$ cat src/rtl/lif_spike_neuron.sv
// Leaky integrate-and-fire neuron with saturating unsigned membrane potential,
// periodic shift-based leak and an absolute refractory period after each spike.
module lif_spike_neuron #(
  parameter int WIDTH       = 8,
  parameter int W_EXC       = 16,
  parameter int W_INH       = 16,
  parameter int THRESH      = 128,
  parameter int LEAK_SHIFT  = 3,
  parameter int LEAK_PERIOD = 64,
  parameter int REFRACT     = 16
) (
  input  logic             clk,
  input  logic             rst,
  input  logic             enable,
  input  logic             excIn,
  input  logic             inhIn,
  output logic             spikeOut,
  output logic [WIDTH-1:0] potential,
  output logic             refractory
);

  localparam int LCW = (LEAK_PERIOD > 1) ? $clog2(LEAK_PERIOD) : 1;
  localparam int RCW = (REFRACT > 0) ? $clog2(REFRACT + 1) : 1;
  localparam int SW  = WIDTH + 2;

  localparam logic [LCW-1:0]        LEAK_LAST = LCW'(LEAK_PERIOD - 1);
  localparam logic [RCW-1:0]        REF_LOAD  = RCW'(REFRACT);
  localparam logic signed [SW-1:0]  EXC_S     = SW'(W_EXC);
  localparam logic signed [SW-1:0]  INH_S     = SW'(W_INH);
  localparam logic [WIDTH-1:0]      THRESH_V  = WIDTH'(THRESH);
  localparam logic [WIDTH-1:0]      POT_MAX   = '1;

  typedef enum logic {INTEGRATE, REFRACTORY} state_t;

  state_t           state_q, state_d;
  logic [WIDTH-1:0] pot_q, pot_d;
  logic             spike_q, spike_d;
  logic             refr_q, refr_d;
  logic [LCW-1:0]   leak_cnt_q, leak_cnt_d;
  logic [RCW-1:0]   ref_cnt_q, ref_cnt_d;

  logic                 leak_tick;
  logic signed [SW-1:0] next_s;
  logic [WIDTH-1:0]     next_clamped;

  assign leak_tick = (leak_cnt_q == LEAK_LAST);

  // Two guard bits: the top one flags underflow, the next one flags overflow.
  always_comb begin
    next_s = signed'({2'b00, pot_q});
    if (excIn)     next_s = next_s + EXC_S;
    if (inhIn)     next_s = next_s - INH_S;
    if (leak_tick) next_s = next_s - signed'({2'b00, pot_q >> LEAK_SHIFT});
    if (next_s[SW-1])      next_clamped = '0;
    else if (next_s[WIDTH]) next_clamped = POT_MAX;
    else                    next_clamped = next_s[WIDTH-1:0];
  end

  always_comb begin
    // NOTE: every _d gets a hold/default value first so no path can infer a latch.
    state_d    = state_q;
    pot_d      = pot_q;
    spike_d    = 1'b0;
    refr_d     = refr_q;
    leak_cnt_d = leak_cnt_q;
    ref_cnt_d  = ref_cnt_q;
    if (enable) begin
      leak_cnt_d = leak_tick ? '0 : leak_cnt_q + LCW'(1);
      case (state_q)
        INTEGRATE: begin
          if (next_clamped >= THRESH_V) begin
            pot_d   = '0;
            spike_d = 1'b1;
            if (REFRACT > 0) begin
              state_d   = REFRACTORY;
              ref_cnt_d = REF_LOAD;
              refr_d    = 1'b1;
            end
          end else begin
            pot_d = next_clamped;
          end
        end
        REFRACTORY: begin
          pot_d = '0;
          if (ref_cnt_q == RCW'(1)) begin
            ref_cnt_d = '0;
            refr_d    = 1'b0;
            state_d   = INTEGRATE;
          end else begin
            ref_cnt_d = ref_cnt_q - RCW'(1);
          end
        end
        default: state_d = INTEGRATE;
      endcase
    end
  end

  // NOTE: sequential state uses non-blocking assignments so all registers update together.
  always_ff @(posedge clk) begin
    if (rst) begin
      state_q    <= INTEGRATE;
      pot_q      <= '0;
      spike_q    <= 1'b0;
      refr_q     <= 1'b0;
      leak_cnt_q <= '0;
      ref_cnt_q  <= '0;
    end else begin
      state_q    <= state_d;
      pot_q      <= pot_d;
      spike_q    <= spike_d;
      refr_q     <= refr_d;
      leak_cnt_q <= leak_cnt_d;
      ref_cnt_q  <= ref_cnt_d;
    end
  end

  assign spikeOut   = spike_q;
  assign potential  = pot_q;
  assign refractory = refr_q;

endmodule

$ cat config.mk
export PLATFORM = sky130hd
export DESIGN_NAME = lif_spike_neuron
export DESIGN_NICKNAME = d
export VERILOG_FILES = /design/src/rtl/lif_spike_neuron.sv
export SDC_FILE = /design/constraint.sdc
export NUM_CORES = 1
export LEC_CHECK = 0
export CORE_MARGIN = 3
export CORE_UTILIZATION = 23
export CTS_BUF_LIST = sky130_fd_sc_hd__clkbuf_8
export CTS_CLUSTER_DIAMETER = 120
export DETAILED_ROUTE_END_ITERATION = 8
export GPL_TIMING_DRIVEN = 0
export PLACE_DENSITY = 0.46
export SLEW_MARGIN = 40
export SYNTH_ARGS = -nofsm -noshare
export SYNTH_HDL_FRONTEND = slang
export SYNTH_SLANG_ARGS = --single-unit
$ cat constraint.sdc
create_clock -name clk -period 4.88 [get_ports clk]
set_clock_uncertainty 0.05 [all_clocks]
set_input_delay 0.488 -clock clk [delete_from_list [all_inputs] [get_ports clk]]
set_output_delay 0.488 -clock clk [all_outputs]
set_load 0.02 [all_outputs]
Word level (Yosys, flattened, before mapping)
Cells that the tools add are included.
Cells by class
  add/sub/neg operators: 5
  multiply operators: 0
  divide/modulo/power cells: 0
  $lt $le $gt $ge: 1
  eq/ne operators: 4
  shift-type cells: 0
  muxes and demuxes: 17
  bitwise gates (word level): 2
  reductions and logical operators: 3
Operators with widths (count)
  $mux 8: 3
  $mux 10: 2
  $pmux 8 s2: 1
  $mux 5: 2
  $pmux 5 s2: 1
  $sub 10x6->10: 1
  $sub 10x6->10 const B: 1
  $add 8x5->9 const B: 1
  $mux 9: 1
  $ge 8x8->1 const B: 1
  $add 6x1->6 const B: 1
  $eq 6x6->1 const B: 1
  $mux 6: 1
  $eq 5x1->1 const B: 1
  $sub 5x1->5 const B: 1
  $mux 1: 4
  $pmux 1 s2: 2
  $reduce_and 3->1: 1
  $reduce_or 3->1: 1
  $ne 2x1->1 const B: 1
  $ne 2x2->1 const B: 1
  $not 1->1: 2
  $reduce_and 2->1: 1
Word-level totals
  register bits: 22
  bits in latches: 0
  bits in writable memories: 0
  ROM bits: 0
  output and inout port bits: 10
  logic and storage cells: 38
  memories kept: 0

Logic depth before layout (Yosys ltp)
Gate-level depths: netlist (run 1).
  word-level depth: 11
  mapped depth: 10
  gate-level depth less buffers: 10

Least setup slack after synthesis (run 1)
Ideal clock, no wire load.
  kind: flip-flop to flip-flop
  from: reg pot_q[5], in the netlist potential[5]
  to: reg ref_cnt_q[4]
  library setup time: 0.120 ns
  arrival time: 2.455 ns
  data required time: 4.710 ns
  setup slack: 2.255 ns
  stages on the path, launching flop included: 11
  buffers on the path: 0
  clock period less this slack: 2.625 ns
  cells stage by stage: dfxtp_1 ha_1 mux2i_1 ha_1 and2_1 a311oi_1 a31oi_1 and2_4 a21o_1 o21bai_2 a211o_1
Between the ends
  cells in the longest elaborated chain, start to end: 11
Ends and longest elaborated chain
  start, declared: line 36  | logic [WIDTH-1:0] pot_q, pot_d;
  start signal, assigned: line 109  | pot_q <= pot_d;
  $add 8x5->9: line 51  | if (excIn) next_s = next_s + EXC_S;
  $mux 9: line 51
  $sub 10x6->10: line 52  | if (inhIn) next_s = next_s - INH_S;
  $mux 10: line 52
  $sub 10x6->10: line 53  | if (leak_tick) next_s = next_s - signed'({2'b00, pot_q >> LEAK_SHIFT});
  $mux 10 *: line 53
  $mux 8: line 55  | else if (next_s[WIDTH]) next_clamped = POT_MAX;
  $mux 8 *: line 54  | if (next_s[SW-1]) next_clamped = '0;
  $ge 8x8->1 *: line 71  | if (next_clamped >= THRESH_V) begin
  $ne 2x2->1 (no source line) *
  $reduce_and 2->1 (no source line) *
  end signal, assigned: line 113  | ref_cnt_q <= ref_cnt_d;
  end, declared: line 40  | logic [RCW-1:0] ref_cnt_q, ref_cnt_d;
Mark *: on every way between the ends. The rest lies on a longest branch, timed or not.
A chain may end at the register's enable or synchronous reset.

Worst setup path after layout (run 1)
Same ends and word-level chain as after synthesis.

==> metrics.md, run 1 <==
| Metric | Value |
|---|---|
| Last weighted congestion value of the routability-driven placer | `approximately 0.78` |
| Share of power burned in combinational logic | `31.3%` |
| Slew at the pin closest to its max-slew limit | `0.493 ns` |
| Boundary pin count | `15` |
| Run status | `finished clean` |
| Synth Register Bits | `22` |
| Switching power | `153 µW` |
| Layout area overhead | `16.5%` |
| Via count of the first global-routing pass | `1,290` |
| CTS Sinks | `22` |
| Area of the die | `7820 µm²` |
| Average via count per standard cell | `about 4.8` |
| Resize count post-CTS | `0` |
| Max-capacitance violation count | `0` |
| Slew Limit Headroom | `67.1%` |
| Number of vias after detailed routing | `1,323` |
| Final core utilization | `between 20% and 30%` |
| Dominant register cell in the synthesized netlist | `sky130_fd_sc_hd__dfxtp_1` |
| Sw Ratio | `32.9%` |
| Antenna cell count | `0` |
| Initial cell density of the core | `24.2%` |
| Unrepaired setup endpoints after global routing | `no` |
| Fmax | `348 MHz` |
| Number of iterations in the first detailed-routing pass | `4` |
| Final-report max-slew violation count | `0` |
| Static power due to leakage | `0.000657 µW` |
| Drt drc | `0` |
| Number of antenna violations at the first check in global routing | `0` |
| Post-Syn Instances | `185` |
| Root buffer cell | `sky130_fd_sc_hd__clkbuf_8` |
| Worst Setup Start Kind | `flip-flop` |
| Final nets | `218` |
| Synthesized net count | `201` |
| IO Port Bufs | `12` |
| First-pass GRT wire length | `6130 µm` |
| Core Box Area | `6460 µm²` |
| Number of setup violations in the final report | `0` |
| Critical path start-end classification | `reg2reg` |
| Final period demand of the worst path | `2.88 ns` |
| Path class of the lowest-slack min-delay path | `reg2reg` |
| Max Fanout on Critical Path | `8` |
| Die W | `88.4 µm` |
| Aggregate global routing overflow | `0` |
| Leading cell types in the layout, fill and taps excluded | `sky130_fd_sc_hd__dfxtp_1 (22), sky130_fd_sc_hd__nand2_1 (15), sky130_fd_sc_hd__nor2_1 (13)` |
| Capturing element type of the critical path | `flip-flop` |
| HPWL after detailed placement | `around 2700 µm` |
| Sequential cell area in the final layout | `440 µm²` |
| Period utilisation layout | `around 59%` |
| Most common library cell in the layout ignoring fill and taps | `sky130_fd_sc_hd__dfxtp_1` |
| Routed wire per std cell | `12.5 µm` |
| H-tree lvl count | `1` |
| Crit path arrival time | `2.98 ns` |
| Clock Pin Slew Worst Setup and Hold Paths | `about 0.08 ns` |
| Largest net degree at the start of global routing | `12` |
| Residual antenna-violating net count after detailed routing | `0` |
| Summed instance area of the synthesized netlist | `approximately 1600 µm²` |
| Vertical die dimension | `88.4 µm` |
| Worst skew pair latency | `0.26 ns` |
| Critical path data required time | `~5 ns` |
| Global routing usage summed across all routing layers | `under 10%` |
| Clock tree from TritonCTS | `built` |
| CTS Hold Buffers Added | `0` |
| Distinct cell type count of the synthesized netlist | `50` |
| Portion of total power attributed to sequential cells | `44.0%` |
| Std-Cell Rows | `29` |
| Internal power of the cells | `311 µW` |
| Endpoints failing hold | `0` |
| Syn Area/Cell | `8.45 µm²` |
| Number of setup buffers added after CTS | `0` |
| Clock share of power | `24.7%` |
| Multi-input gate area in the final layout | `1040 µm²` |
| Routed WL | `3470 µm` |
| Number of warnings printed during yosys synthesis | `0` |
| Power per Cell Area | `255 nW/µm²` |
| Number of buffers added by the clock tree synthesis step | `3` |
| Ratio of cells with drive above 1 in the final layout | `10.0%` |
| Sequential fraction of the synthesis area | `28.2%` |
| Count of flip-flops with a built-in enable after synthesis | `0` |
| Share of synthesized registers carrying an async set or reset | `0%` |
| DRC violation total after the first TritonRoute iteration | `38` |
| Bufs on Longest Clock Path | `2` |
| VDD IR max | `between 0.0001 and 0.00015 V` |
| Layout filler cell count | `approximately 730` |
| Sum of negative setup slack | `0 ns` |
-- cells in the mapped netlist, drive strengths merged (2+ instances only) --
master / instances / area [µm²]
nor2b: 2 / 12.5
xnor2: 7 / 68.8
nand4: 5 / 31.3
ha: 10 / 125
a211oi: 2 / 15.0
buf: 2 / 22.5
clkbuf: 5 / 18.8
dfxtp: 22 / 440
inv: 12 / 45.0
a21oi: 5 / 25.0
xor2: 6 / 60.1
mux2i: 3 / 30.0
a311oi: 2 / 17.5
nand3b: 5 / 37.5
nand2: 16 / 62.6
a21o: 2 / 15.0
and3: 2 / 13.8
nand2b: 7 / 43.8
o21ai: 12 / 67.6
and2: 2 / 15.0
o32ai: 2 / 17.5
nor2: 13 / 48.8
nor3: 9 / 45.0
o21a: 4 / 30.0
a31oi: 6 / 37.5
nand3: 5 / 25.0
-- per-layer routing --
layer | wire length, µm | up-vias | global-route usage, %
li1 | - | 702 | -
met2 | 1580 | 23 | 16.3
met4 | 45 | 0 | 3.02
met5 | 0 | - | 0
met1 | 1720 | 594 | 12.8
met3 | 124 | 4 | 1.86
-- cell type report --
type                            count  share of cell area [%]
Inverter                           12                    2.47
Multi-Input combinational cell    144                    56.9
Buffer                              7                    2.27
Timing Repair Buffer               12                    6.60
Clock buffer                        3                    2.27
Sequential cell                    22                    24.2
Tap cell                           77                    5.29
-- critical path, stage by stage, from the launching register on --
cell and delay [ns]:
sky130_fd_sc_hd__dfxtp_1 0.48, sky130_fd_sc_hd__ha_1 0.30, sky130_fd_sc_hd__mux2i_1 0.20, sky130_fd_sc_hd__ha_1 0.20
sky130_fd_sc_hd__and2_1 0.20, sky130_fd_sc_hd__a311oi_1 0.14, sky130_fd_sc_hd__a31oi_1 0.39, sky130_fd_sc_hd__and2_4 0.24
sky130_fd_sc_hd__a21o_1 0.16, sky130_fd_sc_hd__o21bai_2 0.14, sky130_fd_sc_hd__a211o_1 0.28
-- state kept, by name, indices dropped and copies added (netlist names) --
register / flops
potential: 8
spikeOut: 1
state_q: 1
ref_cnt_q: 5
leak_cnt_q: 6
refractory: 1
-- per-stage QoR --
stage	total power [µW]	std cells	hold slack [ns]	setup WS [ns]	instance area [µm²]
4_1_cts	473	277	0.449	1.99	1820
6_report	464	277	0.440	2.00	1820
3_3_place_gp	353	274	0.438	2.00	1780
3_5_place_dp	353	274	0.437	1.99	1780
2_1_floorplan	317	185	0.414	2.26	1560
5_1_grt	501	277	0.486	1.75	1820
-- power groups by stage --
| stage | logic [µW] | registers, µW | clock network [µW] |
|---|---|---|---|
| 6_report | 145 | 204 | 115 |
| 5_1_grt | 166 | 207 | 129 |
| 4_1_cts | 146 | 204 | 123 |
| 3_3_place_gp | 145 | 208 | 0 |
| 3_5_place_dp | 145 | 208 | 0 |
| 2_1_floorplan | 108 | 210 | 0 |
-- path summary, 6_finish.rpt --
| check | start | end | slack (ns) | cells after the start |
|---|---|---|---|---|
| hold reg to reg | potential[0]$_SDFFE_PP0P_ | potential[0]$_SDFFE_PP0P_ | 0.44 | 2 |
| setup reg to reg | potential[5]$_SDFFE_PP0P_ | ref_cnt_q[4]$_SDFFE_PP0P_ | 2.00 | 10 |
| hold / removal | potential[0]$_SDFFE_PP0P_ | potential[0]$_SDFFE_PP0P_ | 0.44 | 2 |
| setup / recovery | potential[5]$_SDFFE_PP0P_ | ref_cnt_q[4]$_SDFFE_PP0P_ | 2.00 | 10 |
-- logic make-up (layout without fill, tap and decap cells) --
group                    Yosys count  count (layout)  share of synthesized area, %
AND/OR/NAND/NOR                   70              70                          23.8
AO/OA/AOI/OAI                     46              46                          21.6
XOR/XNOR                          14              14                          9.69
flip-flops                        22              22                          28.2
multiplexers                       3               3                          1.92
adder cells (fa/ha/maj)           11              11                          9.29
buffers and inverters             19              34                          5.52
(Power assumes the default switching activity.)
==> run 2: changes to the inputs <==
==> constraint.sdc (replaced) <==
create_clock -name clk -period 2.9 [get_ports clk]
set_clock_uncertainty 0.05 [all_clocks]
set_input_delay 0.29 -clock clk [delete_from_list [all_inputs] [get_ports clk]]
set_output_delay 0.29 -clock clk [all_outputs]
set_load 0.02 [all_outputs]
==> run 2 against run 1 <==
Clock power grew 68%. Non-clock buffer count is the same. Final cell count is the same. First-iteration DRC count shrank 11%. Maximum frequency grew 4.7%. Sequential power grew 69%. Worst setup slack lost 1.9 ns. Sequential share of layout area shrank 0.32 points. Global-route usage is the same. Critical path depth is the same. Core utilization grew 0.70 points. Sequential cell count is the same. Largest cell class unchanged. Largest power group unchanged.
==> metrics.md, run 2 (synthesis results as in run 1) <==
| Metric | Value |
|---|---|
| Run status | `finished clean` |
| Capturing element type of the critical path | `flip-flop` |
| CP delay by family, top | `compound AO/OA/AOI/OAI gates` |
| Endpoints failing hold | `0` |
| Critical path data required time | `between 3 and 4 ns` |
| Area after detailed placement | `between 1500 and 2000 µm²` |
| Sum of negative setup slack | `0 ns` |
| Global routing usage summed across all routing layers | `under 10%` |
| Static power due to leakage | `0.000660 µW` |
| Total chip power | `789 µW` |
| IO Port Bufs | `12` |
| Clock Pin Slew Worst Setup and Hold Paths | `0.08 ns` |
| Delay contributed by the slowest stage of the critical path | `roughly 0.44 ns` |
| Slew Limit Headroom | `55.7%` |
| Ratio of cells with drive above 1 in the final layout | `a little over an eighth` |
| Initial cell density of the core | `24.2%` |
| DRC violation total after the first TritonRoute iteration | `34` |
| Critical-path top delay cell | `sky130_fd_sc_hd__a311oi_1` |
| Average via count per standard cell | `~4.8` |
| Final instance area | `1870 µm²` |
| Bufs on Longest Clock Path | `2` |
| Path class of the lowest-slack min-delay path | `reg2reg` |
| Last weighted congestion value of the routability-driven placer | `0.775` |
| Number of placed cells counting well taps | `~270` |
| Max Fanout on Critical Path | `8` |
| Antenna cell count | `0` |
| Vertical die dimension | `88.4 µm` |
| Number of buffers added by the clock tree synthesis step | `3` |
| Number of setup violations in the final report | `0` |
| Finished Layout Cells | `between 200 and 300` |
| Core Box Area | `6460 µm²` |
| Total length of routed met3 wires | `102 µm` |
| Area of the die | `around 7800 µm²` |
| Hold WS | `0.444 ns` |
| Highest Signal Layer | `met4` |
| Most common library cell in the layout ignoring fill and taps | `sky130_fd_sc_hd__dfxtp_1` |
| Worst skew pair latency | `0.26 ns` |
| Period utilisation layout | `94.7%` |
| Max-capacitance violation count | `0` |
| Boundary pin count | `15` |
| Number of setup buffers added after CTS | `0` |
| Multi-input gate area in the final layout | `1080 µm²` |
| Die W | `88.4 µm` |
| Worst Setup Start Kind | `flip-flop` |
| Number of antenna violations at the first check in global routing | `0` |
| Hold depth | `2` |
| Flip-flop count of the largest register after layout | `8` |
| Sequential cell area in the final layout | `between 400 and 500 µm²` |
| Critical path start-end classification | `reg2reg` |
| Worst path buffer plus inverter count | `0` |
| Power per Cell Area | `423 nW/µm²` |
| Largest net degree at the start of global routing | `12` |
| Via count of the first global-routing pass | `around 1.3k` |
| First-pass GRT wire length | `6130 µm` |
| Residual antenna-violating net count after detailed routing | `0` |
| Most used cell, CP | `sky130_fd_sc_hd__ha_1` |
| Slew at the pin closest to its max-slew limit | `approximately 0.66 ns` |
| Final nets | `218` |
| Layout area overhead | `19.4%` |
| Routed wl met2 | `1620 µm` |
| Fmax | `364 MHz` |
| CTS Sinks | `22` |
| Unrepaired setup endpoints after global routing | `no` |
| HPWL after detailed placement | `2670 µm` |
| Leading cell types in the layout, fill and taps excluded | `sky130_fd_sc_hd__dfxtp_1 (20), sky130_fd_sc_hd__nand2_1 (15), sky130_fd_sc_hd__nor2_1 (13)` |
| Layout filler cell count | `727` |
| Routed length on met1 | `1720 µm` |
| Root buffer cell | `sky130_fd_sc_hd__clkbuf_8` |
| Aggregate global routing overflow | `0` |
| H-tree lvl count | `1` |
| VDD IR max | `0.000219 V` |
| Std-Cell Rows | `29` |
| Number of iterations in the first detailed-routing pass | `4` |
| Final-report max-slew violation count | `0` |
| Drt drc | `0` |
| Crit path arrival time | `2.85 ns` |
| Routed wire per std cell | `12.6 µm` |
| Reg2reg path depth | `10` |
| Routed WL | `3490 µm` |
| Depth of the critical timing path with buffers and inverters included | `10` |
| Critical path cell sequence | `ha_1 -> mux2i_2 -> ha_1 -> and2_1 -> a311oi_1 -> a31oi_2 -> and2_4 -> a21o_1 -> o21a_1 -> a211o_1` |
| Number of vias after detailed routing | `1,318` |
| Clock tree from TritonCTS | `built` |
| Final period demand of the worst path | `~2.7 ns` |
-- run 2: cell counts in the layout (fill, tap and decap cells not counted) --
Identical to the previous run, type by type.
-- run 2: per-stage QoR --
stage	worst slack, ns	utilization, %
CTS	0.00977	28.2
floorplan	0.275	-
global placement	0.0231	27.5
global route	0.0145	28.9
detailed placement	0.0139	27.5
finish	0.154	28.9
-- run 2: tightest hold or removal path, stage by stage, from the launching register on --
cell and delay [ns]:
sky130_fd_sc_hd__dfxtp_1 0.32, sky130_fd_sc_hd__inv_1 0.07, sky130_fd_sc_hd__o32ai_1 0.06
-- run 2: what timing repair did --
item,in CTS,in global routing
gates resized for setup,0,9
hold buffers,0,0
endpoints found under the setup margin,0,15
hold endpoints to repair,0,0
-- run 2: path summary, 6_finish.rpt --
path | from | to | slack (ns)
setup / recovery | potential[5]$_SDFFE_PP0P_ | ref_cnt_q[4]$_SDFFE_PP0P_ | 0.15
hold / removal | potential[0]$_SDFFE_PP0P_ | potential[0]$_SDFFE_PP0P_ | 0.44
setup reg to reg | potential[5]$_SDFFE_PP0P_ | ref_cnt_q[4]$_SDFFE_PP0P_ | 0.15
hold reg to reg | potential[0]$_SDFFE_PP0P_ | potential[0]$_SDFFE_PP0P_ | 0.44
-- run 2: cell type report --
class	instances	share of cell area, %
buffer	7	2.21
inverter	12	2.41
clock buffer	3	2.21
multi-input combinational	144	57.7
timing repair buffer	12	6.44
sequential	22	23.9
tap	77	5.16
-- run 2: per-layer routing --
layer  track usage, %  vias to the layer above
met2             16.3                       16
met3             1.86                        4
li1                 -                      698
met4             3.02                        0
met1             12.8                      600
met5                0                        -
-- run 2: where the power goes --
group / total, µW / switching (µW) / internal (µW)
clock: 193 / 100 / 92.7
combinational: 253 / 140 / 112
sequential: 344 / 21.3 / 322
total: 789 / 261 / 528
==> run 3: changes to the inputs <==
--- a/config.mk
+++ b/config.mk
@@ -5,13 +5,12 @@
 export SDC_FILE = /design/constraint.sdc
 export NUM_CORES = 1
 export LEC_CHECK = 0
-export CORE_MARGIN = 3
 export CORE_UTILIZATION = 23
 export CTS_BUF_LIST = sky130_fd_sc_hd__clkbuf_8
 export CTS_CLUSTER_DIAMETER = 120
 export DETAILED_ROUTE_END_ITERATION = 8
 export GPL_TIMING_DRIVEN = 0
-export PLACE_DENSITY = 0.46
+export PLACE_DENSITY = 0.47
 export SLEW_MARGIN = 40
 export SYNTH_ARGS = -nofsm -noshare
 export SYNTH_HDL_FRONTEND = slang
==> constraint.sdc (replaced) <==
create_clock -name clk -period 2.45 [get_ports clk]
set_clock_uncertainty 0.05 [all_clocks]
set_input_delay 0.245 -clock clk [delete_from_list [all_inputs] [get_ports clk]]
set_output_delay 0.245 -clock clk [all_outputs]
set_load 0.02 [all_outputs]
==> run 3 against run 2 <==
The flow now finishes with violations (design-rule violations). Hold slack got worse by 0.024 ns. Worst setup slack worse by 0.10 ns. Power increased by 28%. First-iteration DRC count is 5.9% higher. Critical path type unchanged.
==> metrics.md, run 3 (synthesis results as in run 1) <==
| Metric | Value |
|---|---|
| Run status | `finished with violations` |
| Failing checks | `design-rule violations` |
| Critical path start-end classification | `reg2reg` |
| Crit Reg-Reg Startpoint | `potential[5]$_SDFFE_PP0P_` |
| Most common library cell in the layout ignoring fill and taps | `sky130_fd_sc_hd__dfxtp_1` |
| Std-Cell Rows | `29` |
| Core Box Area | `6460 µm²` |
| Bufs on Longest Clock Path | `2` |
| Critical path cell sequence | `ha_4 -> mux2i_4 -> ha_2 -> and2_4 -> xnor3_1 -> and4bb_2 -> o21ai_1 -> o2bb2ai_2 -> o21ai_4 -> o32ai_1` |
| Critical-path top delay cell | `sky130_fd_sc_hd__dfxtp_4` |
| Number of iterations in the first detailed-routing pass | `6` |
| Average via count per standard cell | `~4.7` |
| CP delay by family, top | `compound AO/OA/AOI/OAI gates` |
| Slew at the pin closest to its max-slew limit | `0.559 ns` |
| Multi-input gate area in the final layout | `between 1000 and 1500 µm²` |
| Antenna cell count | `0` |
| Final core utilization | `31.0%` |
| Final period demand of the worst path | `2.40 ns` |
| Area of the die | `7130 µm²` |
| Ratio of cells with drive above 1 in the final layout | `20.7%` |
| Power per Cell Area | `approximately 500 nW/µm²` |
| First-pass GRT wire length | `6210 µm` |
| Final nets | `225` |
| Hold WS | `about 0.42 ns` |
| Routed WL | `3470 µm` |
| Last weighted congestion value of the routability-driven placer | `roughly 0.75` |
| Via count of the first global-routing pass | `roughly 1.3k` |
| Sequential cell area in the final layout | `about 450 µm²` |
| Routed wire per std cell | `approximately 12 µm` |
| Vertical die dimension | `~84 µm` |
| Clock Pin Slew Worst Setup and Hold Paths | `0.08 ns` |
| Met2 GRT Util | `18.3%` |
| Met3 usage in global routing | `2.65%` |
| Setup slack on the worst flop-to-flop path | `around 0.052 ns` |
| Number of vias after detailed routing | `1,345` |
| Delay contributed by the slowest stage of the critical path | `0.37 ns` |
| Global routing usage summed across all routing layers | `10.6%` |
| H-tree lvl count | `1` |
| Initial cell density of the core | `24.2%` |
| Number of setup violations in the final report | `0` |
| Residual antenna-violating net count after detailed routing | `0` |
| Die W | `84.4 µm` |
| Boundary pin count | `15` |
| Fmax | `417 MHz` |
| Global-route met1 utilization | `13.3%` |
| Max-capacitance violation count | `0` |
| Largest net degree at the start of global routing | `13` |
| Layout filler cell count | `724` |
| Root buffer cell | `sky130_fd_sc_hd__clkbuf_8` |
| Min-Delay Startpoint | `enable` |
| Number of antenna violations at the first check in global routing | `0` |
| VDD IR max | `0.000191 V` |
| CTS Hold Buffers Added | `0` |
| Number of buffers added by the clock tree synthesis step | `3` |
| Worst Setup Start Kind | `flip-flop` |
| Drt drc | `1` |
| IO Port Bufs | `12` |
| Hold depth | `3` |
| Sum of negative setup slack | `0 ns` |
| Reg2reg path depth | `10` |
| Unrepaired setup endpoints after global routing | `yes` |
| Path class of the lowest-slack min-delay path | `in2reg` |
| Period utilisation layout | `97.9%` |
| Max Fanout on Critical Path | `7` |
| Worst skew pair latency | `0.26 ns` |
| Critical path data required time | `roughly 2.6 ns` |
| Leading cell types in the layout, fill and taps excluded | `sky130_fd_sc_hd__dfxtp_1 (20), sky130_fd_sc_hd__nand2_1 (15), sky130_fd_sc_hd__nor2_1 (13)` |
| Crit path arrival time | `2.53 ns` |
| Slew Limit Headroom | `between 60 and 70%` |
| CTS Sinks | `22` |
| Capturing element type of the critical path | `flip-flop` |
| Flip-flop count of the largest register after layout | `8` |
| Layout area overhead | `28.3%` |
| Final-report max-slew violation count | `0` |
| Static power due to leakage | `between 0.0007 and 0.0008 µW` |
| Worst min-delay path endpoint | `ref_cnt_q[1]$_SDFFE_PP0P_` |
| Gr busiest metal | `met2` |
| Aggregate global routing overflow | `0` |
| Endpoints failing hold | `0` |
| Worst path buffer plus inverter count | `0` |
| Clock tree from TritonCTS | `built` |
| HPWL after detailed placement | `2590 µm` |
| End of the worst register-to-register path | `potential[1]$_SDFFE_PP0P_` |
| DRC violation total after the first TritonRoute iteration | `36` |
==> run 3: cell count changes in the layout (fill, tap and decap cells not counted), sizes merged <==
cell    previous run  this run
clkbuf             8         9
buf                2         9
==> run 3: worst max path at each step <==
stage / from / end / cells past startpoint
global placement: potential[4]$_SDFFE_PP0P_ / potential[0]$_SDFFE_PP0P_ / 10
CTS: potential[5]$_SDFFE_PP0P_ / ref_cnt_q[4]$_SDFFE_PP0P_ / 10
detailed placement: potential[4]$_SDFFE_PP0P_ / potential[3]$_SDFFE_PP0P_ / 10
finish: potential[5]$_SDFFE_PP0P_ / potential[1]$_SDFFE_PP0P_ / 10
floorplan: potential[4]$_SDFFE_PP0P_ / ref_cnt_q[4]$_SDFFE_PP0P_ / 10
global route: potential[5]$_SDFFE_PP0P_ / ref_cnt_q[4]$_SDFFE_PP0P_ / 10
==> run 3: through the flow <==
stage	worst slack [ns]	std cells	cell area, µm²	power, µW
2_1_floorplan	0.0119	185	1590	636
3_3_place_gp	-0.157	274	1800	707
3_5_place_dp	-0.134	274	1800	704
4_1_cts	-0.000633	284	1950	1000
5_1_grt	-0.0711	285	2000	1080
6_report	0.0521	285	2000	1010
==> run 3: final cells by class <==
class	instances	share of cell area [%]
sequential	22	22.3
inverter	12	2.25
tap	77	4.81
buffer	7	2.06
clock buffer	4	2.75
timing repair buffer	19	8.80
multi-input combinational	144	57.0
==> run 3: report_power, final <==
group	internal (µW)	switching (µW)	total [µW]
registers	381	23.9	405
logic	161	177	338
clock network	143	122	265
total	685	322	1010
==> run 3: what timing repair did <==
item	CTS	global route
endpoints found under the hold margin	0	0
resized for setup	9	11
pin swaps	7	10
setup buffers	6	1
endpoints found under the setup margin	14	15
==> run 3: per-layer routing <==
layer | wire length (µm) | up-vias | share of wire [%]
li1 | - | 710 | -
met4 | 19 | 0 | 0.55
met3 | 65 | 2 | 1.9
met1 | 1680 | 625 | 48
met5 | 0 | - | 0
met2 | 1700 | 8 | 49
==> run 3: worst min-delay path, stage by stage <==
cell,delay (ns)
sky130_fd_sc_hd__clkbuf_1,0.19
sky130_fd_sc_hd__nand3b_1,0.17
sky130_fd_sc_hd__a31oi_1,0.08
